File: src/rtl/pir_pkg.sv
// rtl/pir_pkg.sv - shared constants and state encoding for the PIR scanner
// Contents:
//   LEVEL_W       width of a PIR level, shared with the motion controller
//   NUM_CH        number of PIR channels scanned by the shared ADC
//   MAX_LEVEL_DEF default upper clamp for raw samples
//   state_t       one-hot scanner states
package pir_pkg;

    localparam int LEVEL_W       = 7;
    localparam int NUM_CH        = 3;
    localparam int MAX_LEVEL_DEF = 100;

    typedef enum logic [4:0] {
        ST_IDLE    = 5'b00001,
        ST_START   = 5'b00010,
        ST_CONVERT = 5'b00100,
        ST_ACCUM   = 5'b01000,
        ST_NEXT    = 5'b10000
    } state_t;

endpackage

File: src/rtl/pir_avg_channel.sv
// rtl/pir_avg_channel.sv - running average of one PIR channel
// Ports:
//   clk     system clock
//   rst_n   asynchronous active-low reset, clears history, sum and level
//   load    one-cycle strobe: push sample into history and refresh level
//   sample  clamped sample to accumulate
//   level   registered average of the last 2^AVG_LOG2 samples
module pir_avg_channel
    import pir_pkg::*;
#(
    parameter int AVG_LOG2 = 2
) (
    input  logic               clk,
    input  logic               rst_n,
    input  logic               load,
    input  logic [LEVEL_W-1:0] sample,
    output logic [LEVEL_W-1:0] level
);

    localparam int DEPTH = 1 << AVG_LOG2;
    localparam int SUM_W = LEVEL_W + AVG_LOG2;

    logic [LEVEL_W-1:0] hist_q [DEPTH];
    logic [SUM_W-1:0]   sum_q;
    logic [SUM_W-1:0]   sum_d;

    // The intermediate subtraction may wrap, but the final sum always fits
    // because it is the exact sum of DEPTH samples no wider than LEVEL_W.
    assign sum_d = sum_q - SUM_W'(hist_q[DEPTH-1]) + SUM_W'(sample);

    always_ff @(posedge clk or negedge rst_n) begin
        if (!rst_n) begin
            sum_q <= '0;
            level <= '0;
            for (int i = 0; i < DEPTH; i++) begin
                hist_q[i] <= '0;
            end
        end else if (load) begin
            hist_q[0] <= sample;
            for (int i = 1; i < DEPTH; i++) begin
                hist_q[i] <= hist_q[i-1];
            end
            sum_q <= sum_d;
            level <= sum_d[SUM_W-1:AVG_LOG2];
        end
    end

endmodule

File: src/rtl/pir_sensor_scanner.sv
// rtl/pir_sensor_scanner.sv - shared-ADC scanner with clamp and per-channel averaging
// Ports:
//   clk          system clock
//   rst_n        asynchronous active-low reset
//   enable       scanning enable; low forces IDLE and clears tick/channel
//   adc_data     raw conversion result, used only with adc_done
//   adc_done     single-cycle conversion-complete strobe
//   adc_start    single-cycle conversion request (high in START)
//   adc_ch       channel under conversion, 0..2
//   pir_sensor_1 averaged level, channel 0
//   pir_sensor_2 averaged level, channel 1
//   pir_sensor_3 averaged level, channel 2
//   sample_valid one-cycle pulse after a complete scan
//   adc_fault    sticky ADC timeout flag, cleared only by reset
module pir_sensor_scanner
    import pir_pkg::*;
#(
    parameter int SAMPLE_DIV  = 50,
    parameter int AVG_LOG2    = 2,
    parameter int ADC_TIMEOUT = 31,
    parameter int MAX_LEVEL   = MAX_LEVEL_DEF
) (
    input  logic               clk,
    input  logic               rst_n,
    input  logic               enable,
    input  logic [LEVEL_W-1:0] adc_data,
    input  logic               adc_done,
    output logic               adc_start,
    output logic [1:0]         adc_ch,
    output logic [LEVEL_W-1:0] pir_sensor_1,
    output logic [LEVEL_W-1:0] pir_sensor_2,
    output logic [LEVEL_W-1:0] pir_sensor_3,
    output logic               sample_valid,
    output logic               adc_fault
);

    localparam int TICK_W = $clog2(SAMPLE_DIV);
    localparam int TMO_W  = $clog2(ADC_TIMEOUT + 1);

    localparam logic [TICK_W-1:0]  TICK_LAST = TICK_W'(SAMPLE_DIV - 1);
    localparam logic [TMO_W-1:0]   TMO_LAST  = TMO_W'(ADC_TIMEOUT - 1);
    localparam logic [LEVEL_W-1:0] MAX_L     = LEVEL_W'(MAX_LEVEL);
    localparam logic [1:0]         CH_LAST   = 2'(NUM_CH - 1);

    state_t             state_q, state_d;
    logic [TICK_W-1:0]  tick_q;
    logic [TMO_W-1:0]   tmo_q;
    logic [1:0]         ch_q;
    logic [LEVEL_W-1:0] sample_q;
    logic               valid_q;
    logic               fault_q;
    logic               tick;
    logic               tmo_hit;
    logic [LEVEL_W-1:0] level [NUM_CH];

    assign tick    = enable && (tick_q == TICK_LAST);
    // The timeout fires on the last allowed CONVERT cycle; a done strobe in
    // that same cycle still wins.
    assign tmo_hit = (tmo_q == TMO_LAST) && !adc_done;

    always_ff @(posedge clk or negedge rst_n) begin
        if (!rst_n) begin
            state_q <= ST_IDLE;
        end else begin
            state_q <= state_d;
        end
    end

    always_comb begin
        state_d = state_q;
        if (!enable) begin
            state_d = ST_IDLE;
        end else begin
            case (state_q)
                ST_IDLE:    if (tick) state_d = ST_START;
                ST_START:   state_d = ST_CONVERT;
                ST_CONVERT: begin
                    if (adc_done) begin
                        state_d = ST_ACCUM;
                    end else if (tmo_hit) begin
                        state_d = ST_NEXT;
                    end
                end
                ST_ACCUM:   state_d = ST_NEXT;
                ST_NEXT:    state_d = (ch_q == CH_LAST) ? ST_IDLE : ST_START;
                default:    state_d = ST_IDLE;
            endcase
        end
    end

    // Tick counter runs freely while enabled; ticks seen outside IDLE are
    // simply not acted on, so they are dropped rather than queued.
    always_ff @(posedge clk or negedge rst_n) begin
        if (!rst_n) begin
            tick_q <= '0;
        end else if (!enable || tick_q == TICK_LAST) begin
            tick_q <= '0;
        end else begin
            tick_q <= tick_q + TICK_W'(1);
        end
    end

    always_ff @(posedge clk or negedge rst_n) begin
        if (!rst_n) begin
            tmo_q    <= '0;
            ch_q     <= '0;
            sample_q <= '0;
            valid_q  <= 1'b0;
            fault_q  <= 1'b0;
        end else begin
            valid_q <= enable && (state_q == ST_NEXT) && (ch_q == CH_LAST);

            if (!enable) begin
                ch_q  <= '0;
                tmo_q <= '0;
            end else begin
                case (state_q)
                    ST_START: tmo_q <= '0;
                    ST_CONVERT: begin
                        tmo_q <= tmo_q + TMO_W'(1);
                        if (adc_done) begin
                            sample_q <= (adc_data > MAX_L) ? MAX_L : adc_data;
                        end else if (tmo_hit) begin
                            fault_q <= 1'b1;
                        end
                    end
                    ST_NEXT: ch_q <= (ch_q == CH_LAST) ? 2'd0 : ch_q + 2'd1;
                    default: ;
                endcase
            end
        end
    end

    for (genvar i = 0; i < NUM_CH; i++) begin : g_ch
        logic load;
        assign load = enable && (state_q == ST_ACCUM) && (ch_q == 2'(i));

        pir_avg_channel #(
            .AVG_LOG2 (AVG_LOG2)
        ) u_avg (
            .clk    (clk),
            .rst_n  (rst_n),
            .load   (load),
            .sample (sample_q),
            .level  (level[i])
        );
    end

    assign adc_start    = (state_q == ST_START);
    assign adc_ch       = ch_q;
    assign pir_sensor_1 = level[0];
    assign pir_sensor_2 = level[1];
    assign pir_sensor_3 = level[2];
    assign sample_valid = valid_q;
    assign adc_fault    = fault_q;

endmodule

File: config.mk
export PLATFORM = sky130hd
export DESIGN_NAME = pir_sensor_scanner
export DESIGN_NICKNAME = d
export VERILOG_FILES = /design/src/rtl/pir_pkg.sv /design/src/rtl/pir_avg_channel.sv /design/src/rtl/pir_sensor_scanner.sv
export SDC_FILE = /design/constraint.sdc
export NUM_CORES = 1
export LEC_CHECK = 0
export BUFFER_PORTS_ARGS = -buffer_cell sky130_fd_sc_hd__buf_4
export CAP_MARGIN = 5
export CELL_PAD_IN_SITES_DETAIL_PLACEMENT = 0
export CELL_PAD_IN_SITES_GLOBAL_PLACEMENT = 1
export CORE_MARGIN = 1
export CORE_UTILIZATION = 35
export CTS_CLUSTER_SIZE = 14
export DETAILED_ROUTE_END_ITERATION = 6
export PLACE_DENSITY_LB_ADDON = 0.3
export SYNTH_ARGS = -nofsm -noshare
export SYNTH_HDL_FRONTEND = slang
export SYNTH_SLANG_ARGS = --single-unit
File: constraint.sdc
create_clock -name clk -period 3.1 [get_ports clk]
set_clock_uncertainty 0.1 [all_clocks]
set_input_delay 0 -clock clk [delete_from_list [all_inputs] [get_ports clk]]
set_output_delay 0 -clock clk [all_outputs]
set_load 0.02 [all_outputs]
==> flow_metrics.tcl, run 1 <==
set metrics [dict create \
    regArea_sq_mm 0.003455 \
    synth-async-reset-ratio_pct 100.0 \
    cap_viol_max_count 0 \
    leakage_nw 4.144 \
    port_buffers 36 \
    synth-simple-area-share_pct 7.744 \
    synth.most_common_cell "dfrtp_1" \
    crit_start "sample_q[1]$_DFFE_PN0P_" \
    yosysWarnings 0 \
    io_pins 37 \
    syn_nets 701 \
    drt_wl_total_mm 12.40 \
    max-vdd-ir-drop_v 0.0004106 \
    synth_mux_area_share_pct 11.75 \
    finalCritPeriodShare_pct 89.52 \
    arrival_ns 3.01 \
    drt_drc_violations_left 0 \
    p_total_mw 4.424 \
    cts-resized-gates 0 \
    diodes 0 \
    power_density_mw_per_mm2 535.3 \
    synthAdderAreaFrac_pct 11.45 \
    antenna_found_initial 0 \
    max_freq_mhz 360.3 \
    multi_input_area_sq_mm 0.003082 \
    clkLatencyLatePin_ns 0.42 \
    n_fill_cell 1871 \
    period_minus_slack_ns 2.775 \
    core_area_sq_mm 0.01959 \
    postCtsSetupRepairBufs 0 \
    ys_top_cells_by_area "dfrtp_1 (49%), mux2_2 (11%), fa_1 (6.0%), ha_1 (5.5%), inv_1 (4.3%)" \
    numCtsBuffers 17 \
    initial_core_util_pct 36.04 \
    synth_edf_count 0 \
    synth_xor_area_share_pct 3.349 \
    final_util_pct 42.19 \
    h-tree-depth 4 \
    r2r_start "sample_q[1]$_DFFE_PN0P_" \
    status "finished clean" \
    hp-class "in -> async" \
    synth_cells 638 \
    routabilityCongestion 0.8344 \
    setup-tns-final_ns 0 \
    tightest_slew_ns 0.7891 \
    synth_top_flop_cell "dfrtp_1" \
    ant_nets 0 \
    synth_top_area_share_pct 48.56 \
    grt_pass1_wl_mm 21.47 \
    slew_viol_final 0 \
    ys_seq_area_share_pct 48.93 \
    crit_fanout 6 \
    grt.total_usage_pct 13.52 \
    worstSetupEndpointType "flop" \
    drt_iter0_markers 204 \
    path_class "reg -> reg" \
    vias 4416 \
    setup_violations 0 \
    syn_area_sq_mm 0.007061 \
    dp_hpwl_mm 8.596 \
    cts_sinks 138 \
    start_kind "flop" \
    synth.ff_latch_count 138 \
    row_count 51 \
    dr.pass1.iters 4 \
    area_delta_synth_final_pct 17.07 \
    ff2ff_setup_slack_ns 0.32 \
    synth_cell_types 41 \
    drive_gt1_share_pct 21.83 \
    clkTransAtPathRegs_ns 0.06 \
    grt_pass1_vias 4429 \
    die_w_microns 144.0 \
    avgViaCountPerCell 4.639 \
    synth_compound_area_share_pct 9.144 \
    grt.overflow.total 0 \
    yosys.area.top_type "dfrtp_1" \
    grt_max_degree 86 \
    die-area_sq_mm 0.02074 \
    wl_per_cell_microns 13.02 \
    rsz0062_at_grt "false" \
    timing.rr.end "g_ch[1].u_avg.level[6]$_DFFE_PN0P_" \
    max_slew_margin_pct 47.39 \
    synth_top_family_by_area "multiplexers" \
    synth_common_cells "dfrtp_1 (137), inv_1 (81), mux2_2 (70)" \
    reg2regPathDepth 9 \
    cts_tree "done" \
    syn_area_per_cell_sq_um 11.07 \
    die_y_microns 144.0 \
    ctsHoldBuffers 10 \
    nets 737 \
    hold_viol 0 \
    crit_required_ns 3.34 \
    cts_root_buf "clkbuf_16" \
    cts_buffer_depth 2 \
]
-- layout make-up --
class                   count  area share, %
flip-flops and latches    138          41.80
multi-input cells         381          37.28
clock buffers              20          5.404
repair buffers             54          5.404
well taps                 265          4.012
inverters                  82          3.724
clock inverters            12          2.377
-- metal layers --
layer  up-vias  track usage (%)  part of all wire [%]
met5         -                0                     0
met4         0            6.327                   2.3
met3        19            3.543                   3.1
met2        54            20.72                    45
met1      2165            17.81                    49
li1       2178                -                     -
-- worst max-delay path, cell delays in order (launching register included) --
cell and delay (ns):
dfrtp_1 0.34, inv_1 0.16, fa_1 0.57, inv_1 0.07, fa_1 0.48, a211oi_1 0.32, o21ai_0 0.15, and3_1 0.21
o21bai_1 0.16, xnor2_1 0.13
-- power breakdown --
group	switching (mW)	internal (mW)	total, mW	leakage, nW
combinational	0.225	0.175	0.400	1.95
sequential	0.0122	1.82	1.83	1.88
clock	0.750	1.45	2.20	0.318
-- through the flow --
step	instances	setup WS [ns]	cell area, sq um	hold slack [ns]
floorplan	638	0.5782	7061	-0.3956
global placement	910	0.3152	7522	0.01437
detailed placement	910	0.3203	7522	0.01905
CTS	952	0.2854	8265	0.1565
global route	952	0.04166	8265	0.1948
finish	952	0.3249	8265	0.1164
-- placed cells by master (no fill, tap or decap), types with 4 or more instances in the layout --
cell type,instances
nand3_1,7
nand2_1,57
a21oi_1,19
a211oi_1,4
bufinv_16,5
mux2_2,70
ha_1,31
o21ai_0,53
fa_1,21
buf_4,42
a21o_1,4
xor2_1,14
clkinv_2,4
dfrtp_1,137
inv_1,81
clkbuf_16,17
xnor2_1,13
nor2b_1,7
nor3_1,5
dlygate4sd3_1,10
o21bai_1,9
o31ai_1,6
and3_1,6
nor2_1,24
-- flip-flops by register name (all words and copies together) (netlist names) --
name	cells
adc_ch	2
tick_q	6
adc_fault	1
sample_q	7
g_ch.u_avg.sum_q	20
g_ch.u_avg.level	7
tmo_q	5
g_ch.u_avg.hist_q	84
state_q	5
sample_valid	1
-- worst max path at each step --
stage                     cells past startpoint                                  to
after floorplan                               9  g_ch[2].u_avg.sum_q[8]$_DFFE_PN0P_
after global placement                        9  g_ch[2].u_avg.sum_q[8]$_DFFE_PN0P_
after detailed placement                      9  g_ch[2].u_avg.sum_q[8]$_DFFE_PN0P_
after CTS                                     9  g_ch[1].u_avg.level[6]$_DFFE_PN0P_
after global routing                          9  g_ch[2].u_avg.sum_q[8]$_DFFE_PN0P_
final                                         9  g_ch[1].u_avg.level[6]$_DFFE_PN0P_
-- kinds of logic after synthesis --
logic type,count (synthesis)
compound gates,109
simple gates,119
mux,74
flops,138
xor+xnor,27
fa+ha+maj,52
buf+inv,119
Note: power is estimated with default switching activity, not from simulation.
==> inputs of run 2 (changes only) <==
--- a/config.mk
+++ b/config.mk
@@ -5,7 +5,6 @@
 export SDC_FILE = /design/constraint.sdc
 export NUM_CORES = 1
 export LEC_CHECK = 0
-export BUFFER_PORTS_ARGS = -buffer_cell sky130_fd_sc_hd__buf_4
 export CAP_MARGIN = 5
 export CELL_PAD_IN_SITES_DETAIL_PLACEMENT = 0
 export CELL_PAD_IN_SITES_GLOBAL_PLACEMENT = 1
@@ -13,6 +12,7 @@
 export CORE_UTILIZATION = 35
 export CTS_CLUSTER_SIZE = 14
 export DETAILED_ROUTE_END_ITERATION = 6
+export DONT_BUFFER_PORTS = 1
 export PLACE_DENSITY_LB_ADDON = 0.3
 export SYNTH_ARGS = -nofsm -noshare
 export SYNTH_HDL_FRONTEND = slang
==> flow_metrics.tcl, run 2 (same netlist as run 1, synthesis figures left out) <==
set metrics [dict create \
    status "finished, violations left" \
    violations "negative hold slack" \
    worstSetupEndpointType "flop" \
    drt_wl_total_mm 12.15 \
    dr.pass1.iters 4 \
    initial_core_util_pct 36.04 \
    crit_fanout 4 \
    crit_required_ns 3.29 \
    drt_iter0_markers 241 \
    period_minus_slack_ns 2.801 \
    antenna_found_initial 0 \
    clkTransAtPathRegs_ns 0.06 \
    die-area_sq_mm 0.02074 \
    leakage_nw 3.962 \
    p_total_mw 4.419 \
    grt_max_degree 139 \
    dp_hpwl_mm 8.194 \
    diodes 0 \
    finalCritPeriodShare_pct 90.36 \
    cts_buffer_depth 2 \
    cap_viol_max_count 0 \
    ff2ff_setup_slack_ns 0.30 \
    routabilityCongestion 0.8111 \
    fin_ws_ns 0.2989 \
    crit_slowest_cell "fa_1" \
    r2r_start "g_ch[2].u_avg.sum_q[3]$_DFFE_PN0P_" \
    vias 4249 \
    avgViaCountPerCell 4.644 \
    drive_gt1_share_pct 17.69 \
    setup-tns-final_ns 0 \
    tightest_slew_ns 0.5293 \
    top_register "g_ch.u_avg.hist_q" \
    area_delta_synth_final_pct 13.31 \
    cts_root_buf "clkbuf_16" \
    ctsHoldBuffers 11 \
    path_class "reg -> reg" \
    hold_viol 138 \
    die_y_microns 144.0 \
    grt.total_usage_pct 13.36 \
    hp-class "in -> async" \
    setup_violations 0 \
    path_cells "inv_1 -> fa_1 -> inv_1 -> ha_1 -> o21ai_0 -> o21ai_0 -> a211oi_1 -> a31oi_1 -> xnor2_1" \
    arrival_ns 2.99 \
    grt_pass1_vias 4245 \
    core_area_sq_mm 0.01959 \
    start_kind "flop" \
    postCtsSetupRepairBufs 0 \
    wl_per_cell_microns 13.28 \
    crit_start "g_ch[2].u_avg.sum_q[3]$_DFFE_PN0P_" \
    max-vdd-ir-drop_v 0.0004112 \
    drt_drc_violations_left 0 \
    cts_tree "done" \
    slew_viol_final 0 \
    cp_slowest_stage_delay_ns 0.53 \
    numCtsBuffers 17 \
    max_slew_margin_pct 64.71 \
    power_density_mw_per_mm2 552.4 \
    h-tree-depth 4 \
    clkLatencyLatePin_ns 0.42 \
    whs_ns -0.8182 \
    io_pins 37 \
    layout_common_cells "dfrtp_1 (137), inv_1 (81), mux2_2 (70)" \
    max_freq_mhz 357.0 \
    pre_cts_slack_ns 0.2380 \
    port_buffers 0 \
    ant_nets 0 \
    grt.overflow.total 0 \
    grt_pass1_wl_mm 21.20 \
    rsz0062_at_grt "false" \
    largest_register_ffs 84 \
    die_w_microns 144.0 \
    mostFrequentLayoutCell "dfrtp_1" \
    nets 701 \
    reg.largest.list "g_ch.u_avg.hist_q x84, g_ch.u_avg.sum_q x20" \
    row_count 51 \
    cts_sinks 138 \
    n_fill_cell 1865 \
]
## run 2: timing repair
| action | 4_1_cts | 5_1_grt |
|---|---|---|
| hold endpoints to repair | 165 | 138 |
| setup endpoints to repair | 0 | 1 |
| gates resized for setup | 0 | 1 |
## run 2: layer usage
| metal | routed length, microns | track usage [%] |
|---|---|---|
| met5 | 0 | 0 |
| met2 | 5609 | 20.34 |
| met3 | 523 | 4.106 |
| met1 | 5846 | 17.73 |
| met4 | 168 | 5.207 |
## run 2: worst max-delay path: cells and delay by family, from the launching register on
family                     cells  cell delay, ns
adders and majority gates      2            0.85
buffers and inverters          2            0.14
DFF                            1            0.48
AOI/OAI and AO/OA              4            0.96
xor gates and xnor gates       1            0.14
## run 2: worst paths after layout
check                                                        to  cells after the start
max reg2reg                  g_ch[2].u_avg.sum_q[8]$_DFFE_PN0P_                      9
min reg2reg                g_ch[0].u_avg.hist_q[25]$_DFFE_PN0P_                      2
min in group clk                        sample_q[6]$_DFFE_PN0P_                      3
min                          g_ch[1].u_avg.level[2]$_DFFE_PN0P_                      0
max                          g_ch[2].u_avg.sum_q[8]$_DFFE_PN0P_                      9
max in group asynchronous                state_q[0]$_DFFE_PN1P_                      0
## run 2: power breakdown
| group | switching [mW] | internal, mW |
|---|---|---|
| logic | 0.188 | 0.160 |
| registers | 0.0129 | 1.82 |
| clock network | 0.754 | 1.49 |
| total | 0.955 | 3.46 |
## run 2: stage by stage
step | util, % | hold WS (ns) | instances | instance area [sq um]
after global routing | 40.84 | -0.8474 | 915 | 8000
after floorplan | - | -0.3956 | 638 | 7061
after global placement | 36.90 | -0.3899 | 873 | 7228
after CTS | 40.81 | -0.8454 | 915 | 7995
final | 40.84 | -0.8182 | 915 | 8000
after detailed placement | 36.90 | -0.3900 | 873 | 7228
## run 2: final cells by class
cell class,count,area [sq um],share of cell area (%)
clock inverter,11,190.2,2.377
timing repair buffer,18,162.7,2.033
clock buffer,20,466.7,5.834
sequential,138,3455,43.18
tap,265,331.6,4.145
multi-input combinational,381,3087,38.58
inverter,82,307.8,3.847
